## config.mk

```make
export PLATFORM = sky130hd
export DESIGN_NAME = cpu_bus_sequencer
export DESIGN_NICKNAME = d
export VERILOG_FILES = /design/src/rtl/zeus_bus_pkg.sv /design/src/rtl/cpu_bus_sequencer.sv
export SDC_FILE = /design/constraint.sdc
export NUM_CORES = 1
export LEC_CHECK = 0
export BUFFER_PORTS_ARGS = -buffer_cell sky130_fd_sc_hd__buf_4
export CAP_MARGIN = 5
export CORE_UTILIZATION = 35
export DETAILED_ROUTE_END_ITERATION = 8
export PLACE_DENSITY_LB_ADDON = 0.12
export SETUP_SLACK_MARGIN = 0.02
export SLEW_MARGIN = 0
export SYNTH_ARGS = -nofsm -noshare
export SYNTH_HDL_FRONTEND = slang
export SYNTH_SLANG_ARGS = --single-unit
```

## constraint.sdc

```tcl
create_clock -name clk -period 1.75 [get_ports clk]
set_input_delay 0.0875 -clock clk [delete_from_list [all_inputs] [get_ports clk]]
set_output_delay 0.0875 -clock clk [all_outputs]
set_load 0.005 [all_outputs]
```

## src/rtl/zeus_bus_pkg.sv

```systemverilog
// Shared types and address mapping for the 65816 bus front end of the SDRAM controller.
package zeus_bus_pkg;

    localparam int RAM_ADDR_W = 25;

    typedef enum logic [1:0] {
        HOLD = 2'd0,
        PHI1 = 2'd1,
        PHI2 = 2'd2
    } bus_state_t;

    // Byte address {bank, addr} becomes {byte lane, word address}; bit 23 of the word address is always 0.
    function automatic logic [RAM_ADDR_W-1:0] map_ram_address(input logic [7:0] bank, input logic [15:0] addr);
        logic [23:0] byte_addr;
        byte_addr = {bank, addr};
        return {byte_addr[0], 1'b0, byte_addr[23:1]};
    endfunction

endpackage

```

## src/rtl/cpu_bus_sequencer.sv

```systemverilog
// Generates PHI2 for the 65816, latches the demultiplexed bus for the SDRAM controller and sequences CPU reset.
module cpu_bus_sequencer
    import zeus_bus_pkg::*;
#(
    parameter int          PHI1_CYCLES      = 8,
    parameter int          PHI2_CYCLES      = 16,
    parameter int          RESET_PHI_CYCLES = 2,
    parameter logic [7:0]  RAM_BANK_LIMIT   = 8'h7F
) (
    input  logic                  clk,
    input  logic                  reset_n,
    input  logic                  ram_ready,
    input  logic [15:0]           cpu_addr,
    input  logic [7:0]            cpu_data_in,
    output logic [7:0]            cpu_data_out,
    output logic                  cpu_data_oe,
    input  logic                  cpu_rwb,
    input  logic                  cpu_vda,
    input  logic                  cpu_vpa,
    output logic                  cpu_phi2,
    output logic                  cpu_res_n,
    output logic                  phi2,
    output logic                  read_write,
    output logic                  cs_n,
    output logic [RAM_ADDR_W-1:0] address,
    output logic [7:0]            data_in,
    input  logic [7:0]            ram_data,
    output logic [1:0]            state_dbg
);

    localparam int PHI_MAX = (PHI1_CYCLES > PHI2_CYCLES) ? PHI1_CYCLES : PHI2_CYCLES;
    localparam int CNT_W   = $clog2(PHI_MAX);
    localparam int RC_W    = $clog2(RESET_PHI_CYCLES + 2);

    localparam logic [CNT_W-1:0] PHI1_LAST = CNT_W'(PHI1_CYCLES - 1);
    localparam logic [CNT_W-1:0] PHI2_LAST = CNT_W'(PHI2_CYCLES - 1);
    localparam logic [RC_W-1:0]  RC_LAST   = RC_W'(RESET_PHI_CYCLES - 1);

    bus_state_t       state;
    logic [CNT_W-1:0] phi_counter;
    logic [RC_W-1:0]  reset_count;

    // Controller handshake: phi2 high is the strobe. address, cs_n and read_write are valid from the
    // first clk of phi2 high and stay constant until phi2 falls; the controller must finish its access
    // (and any refresh) before the next rising edge. There is no back-pressure.
    assign cpu_phi2    = phi2;
    assign state_dbg   = state;
    assign cpu_data_oe = (state == PHI2) && !cs_n && read_write;

    always_ff @(posedge clk or negedge reset_n) begin
        if (!reset_n) begin
            state        <= HOLD;
            phi_counter  <= '0;
            reset_count  <= '0;
            phi2         <= 1'b0;
            cpu_res_n    <= 1'b0;
            cs_n         <= 1'b1;
            read_write   <= 1'b1;
            address      <= '0;
            data_in      <= '0;
            cpu_data_out <= '0;
        end else begin
            case (state)
                HOLD: begin
                    phi_counter <= '0;
                    if (ram_ready) begin
                        state <= PHI1;
                    end
                end
                PHI1: begin
                    if (phi_counter == PHI1_LAST) begin
                        // Bank byte is still on the data bus here; capture everything on the same edge.
                        state       <= PHI2;
                        phi_counter <= '0;
                        phi2        <= 1'b1;
                        address     <= map_ram_address(cpu_data_in, cpu_addr);
                        read_write  <= cpu_rwb;
                        cs_n        <= !((cpu_vda || cpu_vpa) && cpu_res_n && (cpu_data_in <= RAM_BANK_LIMIT));
                    end else begin
                        phi_counter <= phi_counter + CNT_W'(1);
                    end
                end
                PHI2: begin
                    cpu_data_out <= ram_data;
                    if (!read_write) begin
                        data_in <= cpu_data_in;
                    end
                    if (phi_counter == PHI2_LAST) begin
                        phi_counter <= '0;
                        phi2        <= 1'b0;
                        cs_n        <= 1'b1;
                        read_write  <= 1'b1;
                        if (!ram_ready) begin
                            state       <= HOLD;
                            cpu_res_n   <= 1'b0;
                            reset_count <= '0;
                        end else begin
                            state <= PHI1;
                            if (!cpu_res_n) begin
                                reset_count <= reset_count + RC_W'(1);
                                if (reset_count == RC_LAST) begin
                                    cpu_res_n <= 1'b1;
                                end
                            end
                        end
                    end else begin
                        phi_counter <= phi_counter + CNT_W'(1);
                    end
                end
                default: begin
                    state <= HOLD;
                end
            endcase
        end
    end

endmodule

```

### Word-level counts from Yosys, hierarchy flattened

Cells that the tools add are included.
Widths: inputs -> output; s select.

| storage, ports and cells | value |
|---|---|
| register bits after elaboration | 52 |
| latch bits | 0 |
| memory bits (writable) | 0 |
| bits in read-only memories | 0 |
| bits of input ports | 38 |
| output and inout bits | 49 |
| word-level logic and storage cells | 60 |
| memories kept | 0 |

| cells by class | value |
|---|---|
| add/sub/neg operators | 2 |
| multipliers | 0 |
| divide/modulo/power cells | 0 |
| $lt $le $gt $ge | 1 |
| equal/unequal tests | 9 |
| shifts and indexed selects | 0 |
| muxes and demuxes | 21 |
| bitwise operators | 1 |
| reductions and logical operators | 16 |

Operators by type and width:

| kind | number |
|---|---|
| $pmux 4 s3 | 1 |
| $mux 2 | 5 |
| $mux 1 | 9 |
| $reduce_and 3->1 | 3 |
| $le 8x7->1 const B | 1 |
| $mux 4 | 2 |
| $ne 2x2->1 const B | 3 |
| $pmux 1 s2 | 3 |
| $pmux 2 s3 | 1 |
| $reduce_and 2->1 | 3 |
| $add 4x1->4 const B | 1 |
| $eq 2x1->1 const B | 2 |
| $eq 4x3->1 const B | 1 |
| $eq 4x4->1 const B | 1 |
| $logic_and 1x1->1 | 4 |
| $reduce_bool 3->1 | 1 |
| $add 2x1->2 const B | 1 |
| $eq 2x2->1 const B | 1 |
| $logic_not 1->1 | 2 |
| $logic_not 2->1 | 1 |
| $ne 2x1->1 const B | 1 |
| $reduce_bool 2->1 | 1 |
| $logic_or 1x1->1 | 1 |
| $not 1->1 | 1 |

### Longest topological paths before layout

| logic depth | value |
|---|---|
| depth in word-level cells | 6 |
| mapped depth | 7 |
| depth with buffers taken out | 6 |

### Least setup slack after synthesis

OpenSTA, ideal clock, no wires.

| timing path | value |
|---|---|
| path kind | reg-to-reg |
| from | reg state[1] (netlist: state_dbg[1]) |
| to | reg phi_counter[3] |
| setup time | 0.095 ns |
| data arrival time | 1.686 ns |
| data required time | 1.655 ns |
| slack | -0.031 ns |
| stages on the path, launching flop included | 8 |
| buffers on the path | 1 |
| clock period less this slack | 1.781 ns |
| cell sequence | dfrtp_1 > inv_1 > ha_1 > mux2i_1 > and3_1 > buf_6 > or3_1 > o31ai_1 |

| between the ends | value |
|---|---|
| cells in the longest elaborated chain, start to end | 2 |
| elaborated cells on any way between the ends | 5 |
| classes of those cells | eq/ne: 2; mux: 1; reduce/logical: 2 |

RTL lines:

| what | line | RTL |
|---|---|---|
| start, declared | cpu_bus_sequencer.sv:39 | `bus_state_t state;` |
| start signal, assigned | cpu_bus_sequencer.sv:52 | `state <= HOLD;` |
| start signal, assigned | cpu_bus_sequencer.sv:67 | `state <= PHI1;` |
| start signal, assigned | cpu_bus_sequencer.sv:73 | `state <= PHI2;` |
| $eq 2x2->1, or another cell as far along | cpu_bus_sequencer.sv:63 | `case (state)` |
| $pmux 4 s3 or $reduce_bool 3->1 (tied branches) | n/a |  |
| end signal, assigned | cpu_bus_sequencer.sv:80 | `phi_counter <= phi_counter + CNT_W'(1);` |
| end signal, assigned | cpu_bus_sequencer.sv:107 | `phi_counter <= phi_counter + CNT_W'(1);` |
| end, declared | cpu_bus_sequencer.sv:40 | `logic [CNT_W-1:0] phi_counter;` |

Several ways; a longest one is shown, not always the timed one.
A chain may end at the register's enable or synchronous reset.

### Worst setup path in the final report

| timing path | value |
|---|---|
| from | reg state[1] (netlist: state_dbg[1]) |
| to | reg phi_counter[2] |

The elaborated chain is that of the path after synthesis.

==> impl_metrics.toml <==
[global_route]
overflow = 0
antenna_found_initial = 0
grt_max_degree = 53
grt_pass1_vias = 1618
grtUsageTotal = 0.148
grt_pass1_wl_mm = 7.43

[placement]
port_buffers = 85
gp_congestion = 0.802
dp_hpwl_mm = 3.51

[worst_setup_path]
r2r_end = "phi_counter[2]"
critPathCaptureType = "flip-flop"
worstPathArrival_ns = 1.93
cpPeakStageDelay_ns = 0.61
start_kind = "flip-flop"
r2r_slack_ns = 0.06
rr_startpoint = "state_dbg[1]"
crit_fanout = 3
crit_slowest_cell = "or4b_2"
path_cells = "inv_2 -> ha_1 -> o21ai_1 -> or4b_2 -> nand2_1"
required_ns = 1.99
r2r_cells = 5
crit_type = "flip-flop to flip-flop"
path_delay_family = "simple AND/OR/NAND/NOR gates"
path_buf_inv = 1

[final_layout]
layout_common_cells = "buf_4 (95), dfrtp_1 (50), mux2_2 (41)"
nets = 311
fillerInstances = 548
final_common_cell = "buf_4"
multiInputGateArea_sq_um = 880
synthToLayoutAreaGrowth_pct = 45.2
seq_area_sq_um = 1300
layout-drive-gt1-share = 0.586
antenna_cells = 0

[pwr]
power-per-cell-area_nw_per_um2 = 895
power_leakage_uw = 0.00152
vdd_drop_max_mv = 0.453
report.power.total_uw = 2880

[route]
avgViaCountPerCell = 4.70
final_antenna_net_count = 0
postRouteWirelength_mm = 4.85
vias = 1613
drcViolationCount = 0
dr.pass1.iters = 4
routedWlPerCell_um = 14.1
drt_iter0_markers = 23

[sta]
setup_violations = 0
max_freq_mhz = 592
max-slew-margin-rel = 0.564
holdWs_ns = 0.0136
finalHoldViolCount = 0
min_period_ns = 1.69
fin_skew_ns = 0.00732
finalCritPeriodShare = 0.965
rsz0062_at_grt = "yes"
tns_ns = 0
final-max-slew-violation-count = 0
worst_slew_pin_slew_ns = 0.654

[min_path]
hold_depth = 2
min_from = "cpu_addr[5]"
hold_end = "address[4]"
hp-class = "input port to flip-flop"

[clocking]
cts-root-buf = "clkbuf_8"
cts.clk_slew.worst_paths_ns = 0.09
cts_buffer_depth = 2
clock-sinks = 52
clock_latency_ns = 0.30
cts_tree = "yes"
htreeDepth = 2
cts_buffers = 5

[synth]
syn_avg_cell_area_sq_um = 13.4
ys_ff_latch = 52
syn_area_sq_um = 2220
synth_seq_area_share = 0.588
synth_nets = 209
synth_cell_types = 33
synthCells = 165
yosys_warnings = 0

[floorplanning]
start_util = 0.368
io_pins = 87
die_y_um = 81.6
chipWidth_um = 81.6
coreArea_sq_um = 6030
num_rows = 28
die_area_sq_um = 6660

[run]
drv_cap = 0

[outcome]
status = "complete, no violations"
[state kept, by name, indices dropped and copies added (netlist names)]
signal        cells
state_dbg         2
read_write        1
cpu_data_out      8
cs_n              1
cpu_phi2          1
data_in           8
phi_counter       4
cpu_res_n         1
reset_count       2
address          24
[power by group]
group	switching, uW	total (uW)	leakage, uW	internal, uW
clock	386	811	0.0000552	425
sequential	78.3	1410	0.000611	1330
combinational	288	668	0.000857	380
[synth_stat cells (all sizes together)]
cell type | n | share of area
dfrtp | 50 | 0.56
or4b | 1 | 0.0045
a32oi | 1 | 0.0039
a2bb2oi | 1 | 0.0039
o211ai | 1 | 0.0034
o32ai | 2 | 0.0079
mux2 | 41 | 0.21
nor2 | 7 | 0.012
a221oi | 1 | 0.0039
nand4b | 1 | 0.0039
o31ai | 1 | 0.0034
dfstp | 2 | 0.024
or2 | 1 | 0.0028
ha | 6 | 0.034
and3 | 1 | 0.0028
nand3 | 2 | 0.0045
a21oi | 5 | 0.011
mux2i | 4 | 0.018
nor3 | 2 | 0.0045
nand2 | 8 | 0.014
and4 | 1 | 0.0039
or3 | 1 | 0.0028
conb | 1 | 0.0017
buf | 7 | 0.020
o21ai | 6 | 0.015
nand4 | 3 | 0.0085
inv | 6 | 0.010
clkbuf | 2 | 0.0034
[layout make-up]
class                           count  area share
Clock buffer                        6      0.0225
Tap cell                           75      0.0291
Sequential cell                    52       0.405
Inverter                            6     0.00699
Multi-Input combinational cell     98       0.273
Timing Repair Buffer              104       0.253
Clock inverter                      2      0.0109
[per-stage QoR]
stage                     utilization  instance area [sq um]  std cells  setup WS, ns
after CTS                       0.522                   3140        338        0.0258
after detailed placement        0.500                   3010        328      -0.00550
after global routing            0.535                   3220        343       -0.0324
final                           0.535                   3220        343        0.0609
after floorplan                     -                   2230        165        0.0377
after global placement          0.500                   3010        328        0.0515
[timing repair]
action	4_1_cts	5_1_grt
hold buffers	2	5
gates resized for setup	3	6
buffers inserted	0	0
pin swaps	1	0
hold endpoints to repair	51	5
endpoints found under the setup margin	2	3
[routing by layer]
layer  GRT usage  vias up  part of all wire
met3      0.0489        4             0.050
met1       0.174      788              0.40
met4      0.0421        0            0.0072
met2       0.258       36              0.54
met5           0        -                 0
li1            -      785                 -
[kinds of logic (layout without fill, tap and decap cells)]
kind of cell / count (synthesis) / count (layout) / synth area share
other: 1 / 1 / 0.00169
and+or+nand+nor: 28 / 28 / 0.0637
AOI/OAI and AO/OA: 18 / 18 / 0.0530
buffers and inverters: 15 / 118 / 0.0338
muxes: 45 / 45 / 0.226
DFF: 52 / 52 / 0.588
adders and majority gates: 6 / 6 / 0.0338
[how the worst max path moves through the flow]
stage                       startpoint              to  slack [ns]  cells past startpoint
after global routing      state_dbg[1]  phi_counter[2]       -0.03                      5
after floorplan           state_dbg[1]  phi_counter[3]        0.04                      7
final                     state_dbg[1]  phi_counter[2]        0.06                      5
after CTS                 state_dbg[0]  phi_counter[2]        0.03                      6
after global placement    state_dbg[0]  phi_counter[2]        0.05                      6
after detailed placement  state_dbg[0]  phi_counter[3]      -0.006                      6
(Power assumes the default switching activity.)
